## src/rtl/reset_sequencer_if.sv

```systemverilog
// reset_sequencer_if: soft-reset handshake and per-domain reset outputs.
// master drives soft_req; slave (the sequencer) drives everything else.
interface reset_sequencer_if #(
  parameter int NUM_DOMAINS = 3
);
  logic                   soft_req;
  logic                   soft_ack;
  logic [NUM_DOMAINS-1:0] rst_out;
  logic                   seq_done;

  modport master (
    output soft_req,
    input  soft_ack,
    input  rst_out,
    input  seq_done
  );

  modport slave (
    input  soft_req,
    output soft_ack,
    output rst_out,
    output seq_done
  );
endinterface

```

## src/rtl/reset_sequencer.sv

```systemverilog
// reset_sequencer: synchronises reset release, then frees domains in
// ascending order after a hold delay; a soft request replays the order.
module reset_sequencer #(
  parameter int SYNC_STAGES = 2,
  parameter int NUM_DOMAINS = 3,
  parameter int HOLD_CYCLES = 16,
  parameter int STEP_CYCLES = 8
) (
  input  logic               clk,
  input  logic               reset,
  reset_sequencer_if.slave   bus
);

  localparam int MAXC = (HOLD_CYCLES > STEP_CYCLES) ?
                        HOLD_CYCLES : STEP_CYCLES;
  localparam int CW   = $clog2(MAXC + 1);
  localparam int IW   = (NUM_DOMAINS > 1) ?
                        $clog2(NUM_DOMAINS) : 1;

  localparam logic [CW-1:0] HOLD_LAST = CW'(HOLD_CYCLES - 1);
  localparam logic [CW-1:0] STEP_LAST = CW'(STEP_CYCLES - 1);
  localparam logic [IW-1:0] IDX_LAST  =
    IW'((NUM_DOMAINS > 1) ? NUM_DOMAINS - 1 : 0);

  typedef enum logic [1:0] {
    ST_ASSERT,
    ST_HOLD,
    ST_RELEASE,
    ST_RUN
  } state_t;

  logic [SYNC_STAGES-1:0] sync_q;
  logic                   rst_sync_n;

  state_t                 state_q, state_d;
  logic [CW-1:0]          cnt_q, cnt_d;
  logic [IW-1:0]          idx_q, idx_d, idx_n;
  logic [NUM_DOMAINS-1:0] rst_q, rst_d;
  logic                   done_q, done_d;
  logic                   ack_q, ack_d;
  logic                   armed_q, armed_d;

  // Deassertion synchroniser: shifts in ones once reset is released.
  always_ff @(posedge clk or negedge reset) begin
    if (!reset) begin
      sync_q <= '0;
    end else begin
      sync_q <= {sync_q[SYNC_STAGES-2:0], 1'b1};
    end
  end

  assign rst_sync_n = sync_q[SYNC_STAGES-1];

  // Sequencer state and registered outputs.
  always_ff @(posedge clk or negedge reset) begin
    if (!reset) begin
      state_q <= ST_ASSERT;
      cnt_q   <= '0;
      idx_q   <= '0;
      rst_q   <= '1;
      done_q  <= 1'b0;
      ack_q   <= 1'b0;
      armed_q <= 1'b0;
    end else begin
      state_q <= state_d;
      cnt_q   <= cnt_d;
      idx_q   <= idx_d;
      rst_q   <= rst_d;
      done_q  <= done_d;
      ack_q   <= ack_d;
      armed_q <= armed_d;
    end
  end

  // Next state: hold, stepped release, then wait for an armed soft request.
  always_comb begin
    state_d = state_q;
    cnt_d   = cnt_q;
    idx_d   = idx_q;
    rst_d   = rst_q;
    done_d  = done_q;
    ack_d   = 1'b0;
    armed_d = armed_q;
    idx_n   = idx_q + IW'(1);

    unique case (state_q)
      ST_ASSERT: begin
        rst_d  = '1;
        done_d = 1'b0;
        if (rst_sync_n) begin
          state_d = ST_HOLD;
          cnt_d   = '0;
        end
      end

      ST_HOLD: begin
        cnt_d = cnt_q + CW'(1);
        if (cnt_q == HOLD_LAST) begin
          cnt_d    = '0;
          idx_d    = '0;
          rst_d[0] = 1'b0;
          if (NUM_DOMAINS == 1) begin
            state_d = ST_RUN;
            done_d  = 1'b1;
          end else begin
            state_d = ST_RELEASE;
          end
        end
      end

      ST_RELEASE: begin
        cnt_d = cnt_q + CW'(1);
        if (cnt_q == STEP_LAST) begin
          cnt_d        = '0;
          idx_d        = idx_n;
          rst_d[idx_n] = 1'b0;
          if (idx_n == IDX_LAST) begin
            state_d = ST_RUN;
            done_d  = 1'b1;
          end
        end
      end

      ST_RUN: begin
        // Requester must drop soft_req once in RUN before it can retrigger.
        if (bus.soft_req && armed_q) begin
          rst_d   = '1;
          done_d  = 1'b0;
          ack_d   = 1'b1;
          armed_d = 1'b0;
          cnt_d   = '0;
          state_d = ST_HOLD;
        end else if (!bus.soft_req) begin
          armed_d = 1'b1;
        end
      end

      default: begin
        state_d = ST_ASSERT;
      end
    endcase
  end

  assign bus.rst_out  = rst_q;
  assign bus.seq_done = done_q;
  assign bus.soft_ack = ack_q;

endmodule

```

## src/flat_wrapper.sv

```systemverilog
// flat-port wrapper written by rule: the top's interface ports become plain ports
module reset_sequencer_flat 
#(
  parameter int SYNC_STAGES = 2,
  parameter int NUM_DOMAINS = 3,
  parameter int HOLD_CYCLES = 16,
  parameter int STEP_CYCLES = 8
)
  (clk, reset, bus_soft_req, bus_soft_ack, bus_rst_out, bus_seq_done);
  reset_sequencer_if #(.NUM_DOMAINS(NUM_DOMAINS)) bus_i ();
  input  logic clk;
  input  logic reset;
  input wire logic [$bits(bus_i.soft_req)-1:0] bus_soft_req;
  output wire logic [$bits(bus_i.soft_ack)-1:0] bus_soft_ack;
  output wire logic [$bits(bus_i.rst_out)-1:0] bus_rst_out;
  output wire logic [$bits(bus_i.seq_done)-1:0] bus_seq_done;
  assign bus_i.soft_req = bus_soft_req;
  assign bus_soft_ack = bus_i.soft_ack;
  assign bus_rst_out = bus_i.rst_out;
  assign bus_seq_done = bus_i.seq_done;
  reset_sequencer #(.SYNC_STAGES(SYNC_STAGES), .NUM_DOMAINS(NUM_DOMAINS), .HOLD_CYCLES(HOLD_CYCLES), .STEP_CYCLES(STEP_CYCLES)) u_core (.clk(clk), .reset(reset), .bus(bus_i));
endmodule
```

## config.mk

```make
export PLATFORM = sky130hd
export DESIGN_NAME = reset_sequencer_flat
export DESIGN_NICKNAME = d
export VERILOG_FILES = /design/src/rtl/reset_sequencer_if.sv /design/src/rtl/reset_sequencer.sv /design/src/flat_wrapper.sv
export SDC_FILE = /design/constraint.sdc
export NUM_CORES = 1
export LEC_CHECK = 0
export ABC_AREA = 1
export BUFFER_PORTS_ARGS = -buffer_cell sky130_fd_sc_hd__clkbuf_2
export CAP_MARGIN = 20
export CORE_ASPECT_RATIO = 1.25
export CORE_UTILIZATION = 45
export CTS_BUF_LIST = sky130_fd_sc_hd__clkbuf_8
export DETAILED_ROUTE_END_ITERATION = 10
export PLACE_DENSITY_LB_ADDON = 0.25
export SYNTH_ARGS = -nofsm -noshare
export SYNTH_HDL_FRONTEND = slang
export SYNTH_SLANG_ARGS = --single-unit
```

## constraint.sdc

```tcl
create_clock -name clk -period 3.3 [get_ports clk]
set_clock_uncertainty 0.1 [all_clocks]
set_input_delay 0.66 -clock clk [delete_from_list [all_inputs] [get_ports clk]]
set_output_delay 0.66 -clock clk [all_outputs]
set_load 0.1 [all_outputs]
```

==> results.yml, run 1 <==
outcome:
  status: "completed"
logic_synthesis:
  yosys_register_bits: 17
  synth_top_cell_by_area: "dfrtp_1"
  synth_area_leaders: "dfrtp_1 34%, nand2_1 14%, ha_1 13%, dfstp_2 7.6%, nand3_1 6.7%"
  ys_seq_area_share_pct: 41.2
  ys_types: 19
  synth.cell_area_mm2: 0.00104
  synth_nets: 141
  yosys_warnings: 0
  syn_area_per_cell_um2: 8.20
  synth_cells: 127
  synth_top_area_share_pct: 33.7
sta:
  relSlewSlack_pct: 64.2
  max_freq_mhz: 495
  fin_crit_ns: 2.02
  slew_viol_final: 0
  rsz0062_at_grt: "no"
  worstMarginPinSlew_ns: 0.539
  setup_viol: 0
  hold_viol: 0
  fin_setup_tns_ns: 0
  finalCritPeriodShare_pct: 61.2
finish:
  fin_util_pct: 52.7
  nets: 152
  syn_to_final_growth_pct: 10.7
  num_antenna_cells: 0
  drive_above_1_share_pct: 22.6
floorplanning:
  start_util_pct: 47.6
  ios: 8
  core_area_mm2: 0.00219
  dieWidth_um: 45.0
  die_h_um: 55.8
  die_area_mm2: 0.00251
  rows: 19
clock_network:
  clk_latency_ns: 0.26
  post-cts-setup-buffer-count: 0
  post_cts_resized: 0
  clockRootBuffer: "clkbuf_8"
  cts.sinks: 17
  path_clk_slew_ns: 0.07
  htreeDepth: 1
  holdBufCountCts: 0
  cts_inserted_buffers: 3
  cts_tree: "done"
  clk_path_buf_depth: 2
critical_path:
  cp_slowest_cell: "dfstp_2"
  crit_path_max_fanout: 3
  slowest_delay_ns: 0.54
  path_delay_family: "flip-flops"
  worstSetupEndpointType: "output pin"
  critical_path_required_ns: 2.54
  worstSetupPathType: "flop to output pin"
  worstPathArrival_ns: 1.26
  critPathLaunchType: "flop"
  worstPathBufferInverterCount: 1
  cp_cell_sequence: "clkbuf_2"
placed_design:
  portBuffers: 7
  hpwl_um: 1310
  gp_congestion: 0.747
grt:
  grt_pass1_vias: 785
  grt_max_degree: 18
  grt_overflow: 0
  grt_pass1_wl_um: 3050
  grt_antenna_before_repair: 0
  gr-usage-all-layers_pct: 16.6
drt:
  drtIter0Drc: 11
  drc_errors: 0
  num_vias: 778
  drt_wl_total_um: 1710
  wl_per_cell_um: 10.2
  drtAntennaViolNets: 0
  firstDrtPassIters: 4
  viasPerCell: 4.63
power:
  peakVddDrop_v: 0.000391
  p_leak_uw: 0.000621
  cellPowerDensity_mw_per_mm2: 1000
worst_hold_path:
  hold_path_class: "input port to async pin"
flow_run:
  max_cap_viol_count: 0
## Yosys cell counts
master	n
dfrtp_1	14
nand2_4	2
clkinv_1	1
a21oi_2	1
nand2_2	8
conb_1	1
nor2_4	2
or2_4	1
nor2_1	4
ha_1	11
nand2_1	38
inv_1	18
dfstp_2	3
inv_2	2
a21oi_1	1
buf_6	1
nand4_1	4
nand3_1	14
nand3_2	1
## layer usage
metal  part of all wire [%]  track usage (%)
met1                     47             18.5
met2                     48             27.7
met3                    1.6             2.92
met5                      0                0
met4                    3.3             10.4
## cells by family (layout without fill, tap and decap cells)
logic type / after synthesis / after routing / share of synthesized area (%)
fa+ha+maj: 11 / 11 / 13.2
buf+inv: 22 / 32 / 8.65
flops: 17 / 17 / 41.2
compound gates: 2 / 2 / 1.32
simple gates: 74 / 74 / 35.2
other cells: 1 / 1 / 0.360
## placed cells by master, fill, tap and decap left out
| cell type | instances |
|---|---|
| nor2_4 | 2 |
| clkbuf_2 | 7 |
| or2_4 | 1 |
| inv_1 | 18 |
| nand2_4 | 2 |
| nand3_1 | 14 |
| a21oi_1 | 1 |
| clkbuf_8 | 3 |
| nand3_2 | 1 |
| ha_1 | 11 |
| nand2_2 | 8 |
| clkinv_1 | 1 |
| dfrtp_1 | 14 |
| dfstp_2 | 3 |
| clkinvlp_4 | 1 |
| a21oi_2 | 1 |
| nand4_1 | 4 |
| inv_2 | 2 |
| nand2_1 | 38 |
| nor2_1 | 4 |
| conb_1 | 1 |
## registers in the layout (all words and copies together) (netlist names)
name and cells:
u_core.armed_q 1, u_core.state_q 2, u_core.sync_q 2, u_core.cnt_q 5, u_core.bus.rst_out 3, u_core.bus.soft_ack 1, u_core.bus.seq_done 1, u_core.idx_q 2
## report_power, final
part | leakage, uW | switching, uW | internal [uW]
logic | 0.000388 | 464 | 195
clock network | 0.0000217 | 80.3 | 85.3
registers | 0.000212 | 48.7 | 279
## area by class of cell
cell class,instances,area (um2)
Fill cell,216,1030
Clock buffer,3,41.3
Clock inverter,1,7.51
Sequential cell,17,429
Multi-Input combinational cell,88,522
Timing Repair Buffer,7,35.0
Inverter,21,78.8
Tap cell,31,38.8
## final timing paths
kind	startpoint	to	slack (ns)	depth (start not counted)
min in group clk	u_core.sync_q[0]	u_core.sync_q[1]	0.25	0
max reg2reg	u_core.cnt_q[0]	u_core.state_q[1]	1.51	11
max	u_core.bus.rst_out[0]	bus_rst_out[0]	1.28	1
min	reset	u_core.bus.soft_ack	0.22	1
min reg2reg	u_core.sync_q[0]	u_core.sync_q[1]	0.25	0
max in group asynchronous	reset	u_core.bus.rst_out[2]	2.55	1
## through the flow
| stage | cell area [um2] | cells | setup WS (ns) | power [uW] | hold slack, ns |
|---|---|---|---|---|---|
| 2_1_floorplan | 1040 | 127 | 1.64 | 890 | 0.231 |
| 3_3_place_gp | 1100 | 164 | 1.57 | 981 | 0.235 |
| 3_5_place_dp | 1100 | 164 | 1.53 | 998 | 0.239 |
| 4_1_cts | 1150 | 168 | 1.27 | 1160 | 0.230 |
| 5_1_grt | 1150 | 168 | 1.25 | 1250 | 0.243 |
| 6_report | 1150 | 168 | 1.28 | 1150 | 0.217 |
(Power assumes the default switching activity.)
==> inputs of run 2 (changes only) <==
Clock period 3.3 ns to 1.72 ns, I/O delays scaled along.
==> run 2 against run 1 <==
- sequential power is 99% higher
- sequential cell count stayed put
- core utilization is 5.4 points higher
- clock-buffer cell count stayed put
- die area stayed put
- clock power is 78% higher
- register-to-register slack worse by 1.4 ns
- critical path type is now flop to flop
- highest routed layer unchanged
==> results.yml, run 2 (synthesis gave the netlist of run 1 again) <==
floorplanning:
  core_area_mm2: 0.00219
  die_area_mm2: 0.00251
  dieWidth_um: 45.0
  die_h_um: 55.8
  start_util_pct: 47.6
  rows: 19
  ios: 8
power:
  switchingPower_uw: 1190
  switching_share_pct: 49.6
  pwr-share-seq_pct: 27.1
  p_leak_uw: 0.000665
  power.internal_uw: 1210
  power.total_uw: 2400
  cellPowerDensity_mw_per_mm2: 1890
  power_frac_comb_pct: 60.6
  peakVddDrop_v: 0.000738
  p_clk_share_pct: 12.3
sta:
  hold_slack_ns: 0.188
  hold_viol: 0
  finalCritPeriodShare_pct: 94.6
  relSlewSlack_pct: 64.2
  max_freq_mhz: 614
  fin_ws_ns: 0.0921
  fin_crit_ns: 1.63
  slew_viol_final: 0
  fin_setup_tns_ns: 0
  rsz0062_at_grt: "yes"
  setup_viol: 0
  worstMarginPinSlew_ns: 0.539
drt:
  viasPerCell: 4.56
  num_vias: 789
  drtIter0Drc: 6
  drt_wl_total_um: 1980
  drtAntennaViolNets: 0
  firstDrtPassIters: 3
  drc_errors: 0
  wl_per_cell_um: 11.5
worst_hold_path:
  hold_path_class: "input port to flop"
critical_path:
  worstSetupPathType: "flop to flop"
  critical_path_required_ns: 1.76
  slowest_delay_ns: 0.41
  worstPathBufferInverterCount: 2
  cp_slowest_cell: "dfrtp_1"
  path_delay_family: "simple AND/OR/NAND/NOR gates"
  worstSetupEndpointType: "flop"
  cp_cell_sequence: "ha_2 > nand2_2 > nor2_4 > ha_2 > inv_2 > nand2_4 > inv_2 > nor2_4 > nand2_2 > nand2_1 > nand2_1"
  crit_path_max_fanout: 5
  critPathLaunchType: "flop"
  worstPathArrival_ns: 1.67
finish:
  multi_input_area_um2: 554
  regArea_um2: 429
  num_antenna_cells: 0
  regMostFlops: "u_core.cnt_q"
  largest_reg_flops: 5
  drive_above_1_share_pct: 28.9
  stdcell_count: 173
  fillers: 213
  mostFrequentLayoutCell: "nand2_1"
  syn_to_final_growth_pct: 22.0
  nets: 157
  final_cell_mix: "37 x nand2_1, 17 x inv_1, 14 x dfrtp_1"
placed_design:
  pre_cts_slack_ns: 0.0287
  portBuffers: 7
  gp_congestion: 0.757
  dp.cells: 166
  hpwl_um: 1450
clock_network:
  cts_tree: "done"
  clk_path_buf_depth: 2
  cts.sinks: 17
  clk_latency_ns: 0.25
  clockRootBuffer: "clkbuf_8"
  cts_inserted_buffers: 3
  htreeDepth: 1
  path_clk_slew_ns: 0.06
flow_run:
  max_cap_viol_count: 0
grt:
  gr-usage-all-layers_pct: 18.2
  grt_max_degree: 18
  grt_pass1_wl_um: 3310
  grt_antenna_before_repair: 0
  grt_overflow: 0
  grt_pass1_vias: 784
outcome:
  status: "completed"
==> run 2: per-layer routing <==
metal / wire length [um] / vias to the layer above / track usage [%]
li1: - / 419 / -
met1: 832 / 358 / 20.4
met2: 1070 / 7 / 30.8
met3: 30 / 5 / 2.92
met4: 49 / 0 / 10.4
met5: 0 / - / 0
==> run 2: cell type report <==
type | count | share of cell area [%]
multi-input combinational | 88 | 43.6
sequential | 17 | 33.8
timing repair buffer | 12 | 9.75
inverter | 21 | 6.21
clock buffer | 3 | 3.25
tap | 31 | 3.05
clock inverter | 1 | 0.296
==> run 2: worst reg2reg max path, delay by kind of cell (launching register included) <==
family / cells / cell delay, ns
buffers and inverters: 2 / 0.09
adders and majority gates: 2 / 0.38
and+or+nand+nor: 7 / 0.54
DFF: 1 / 0.41
==> run 2: worst paths after layout <==
kind                                  startpoint                     to  slack [ns]  depth (start not counted)
min in group asynchronous                  reset    u_core.bus.soft_ack        0.47                          2
worst min-delay path                bus_soft_req         u_core.armed_q        0.19                          2
worst max register to register   u_core.cnt_q[0]      u_core.state_q[1]        0.09                         11
worst min register to register  u_core.sync_q[0]       u_core.sync_q[1]        0.25                          0
worst max-delay path             u_core.cnt_q[0]      u_core.state_q[1]        0.09                         11
max in group asynchronous                  reset  u_core.bus.rst_out[2]        0.72                          2
==> run 2: metrics by stage <==
step           utilization (%)  instance area, um2
2_1_floorplan                -                1040
3_3_place_gp              53.2                1160
3_5_place_dp              53.2                1160
4_1_cts                   55.7                1220
5_1_grt                   58.1                1270
6_report                  58.1                1270
==> run 2: timing repair <==
action	in CTS	in global routing
hold buffers	1	0
endpoints found under the hold margin	14	0
endpoints found under the setup margin	0	7
buffers inserted	0	2
gates resized for setup	0	11
==> run 2: power groups by stage <==
stage	clock network [uW]	logic, uW	registers (uW)
after floorplan	0	807	899
after global placement	0	1350	647
after detailed placement	0	1380	656
after CTS	307	1390	651
after global routing	326	1620	666
final	295	1460	652
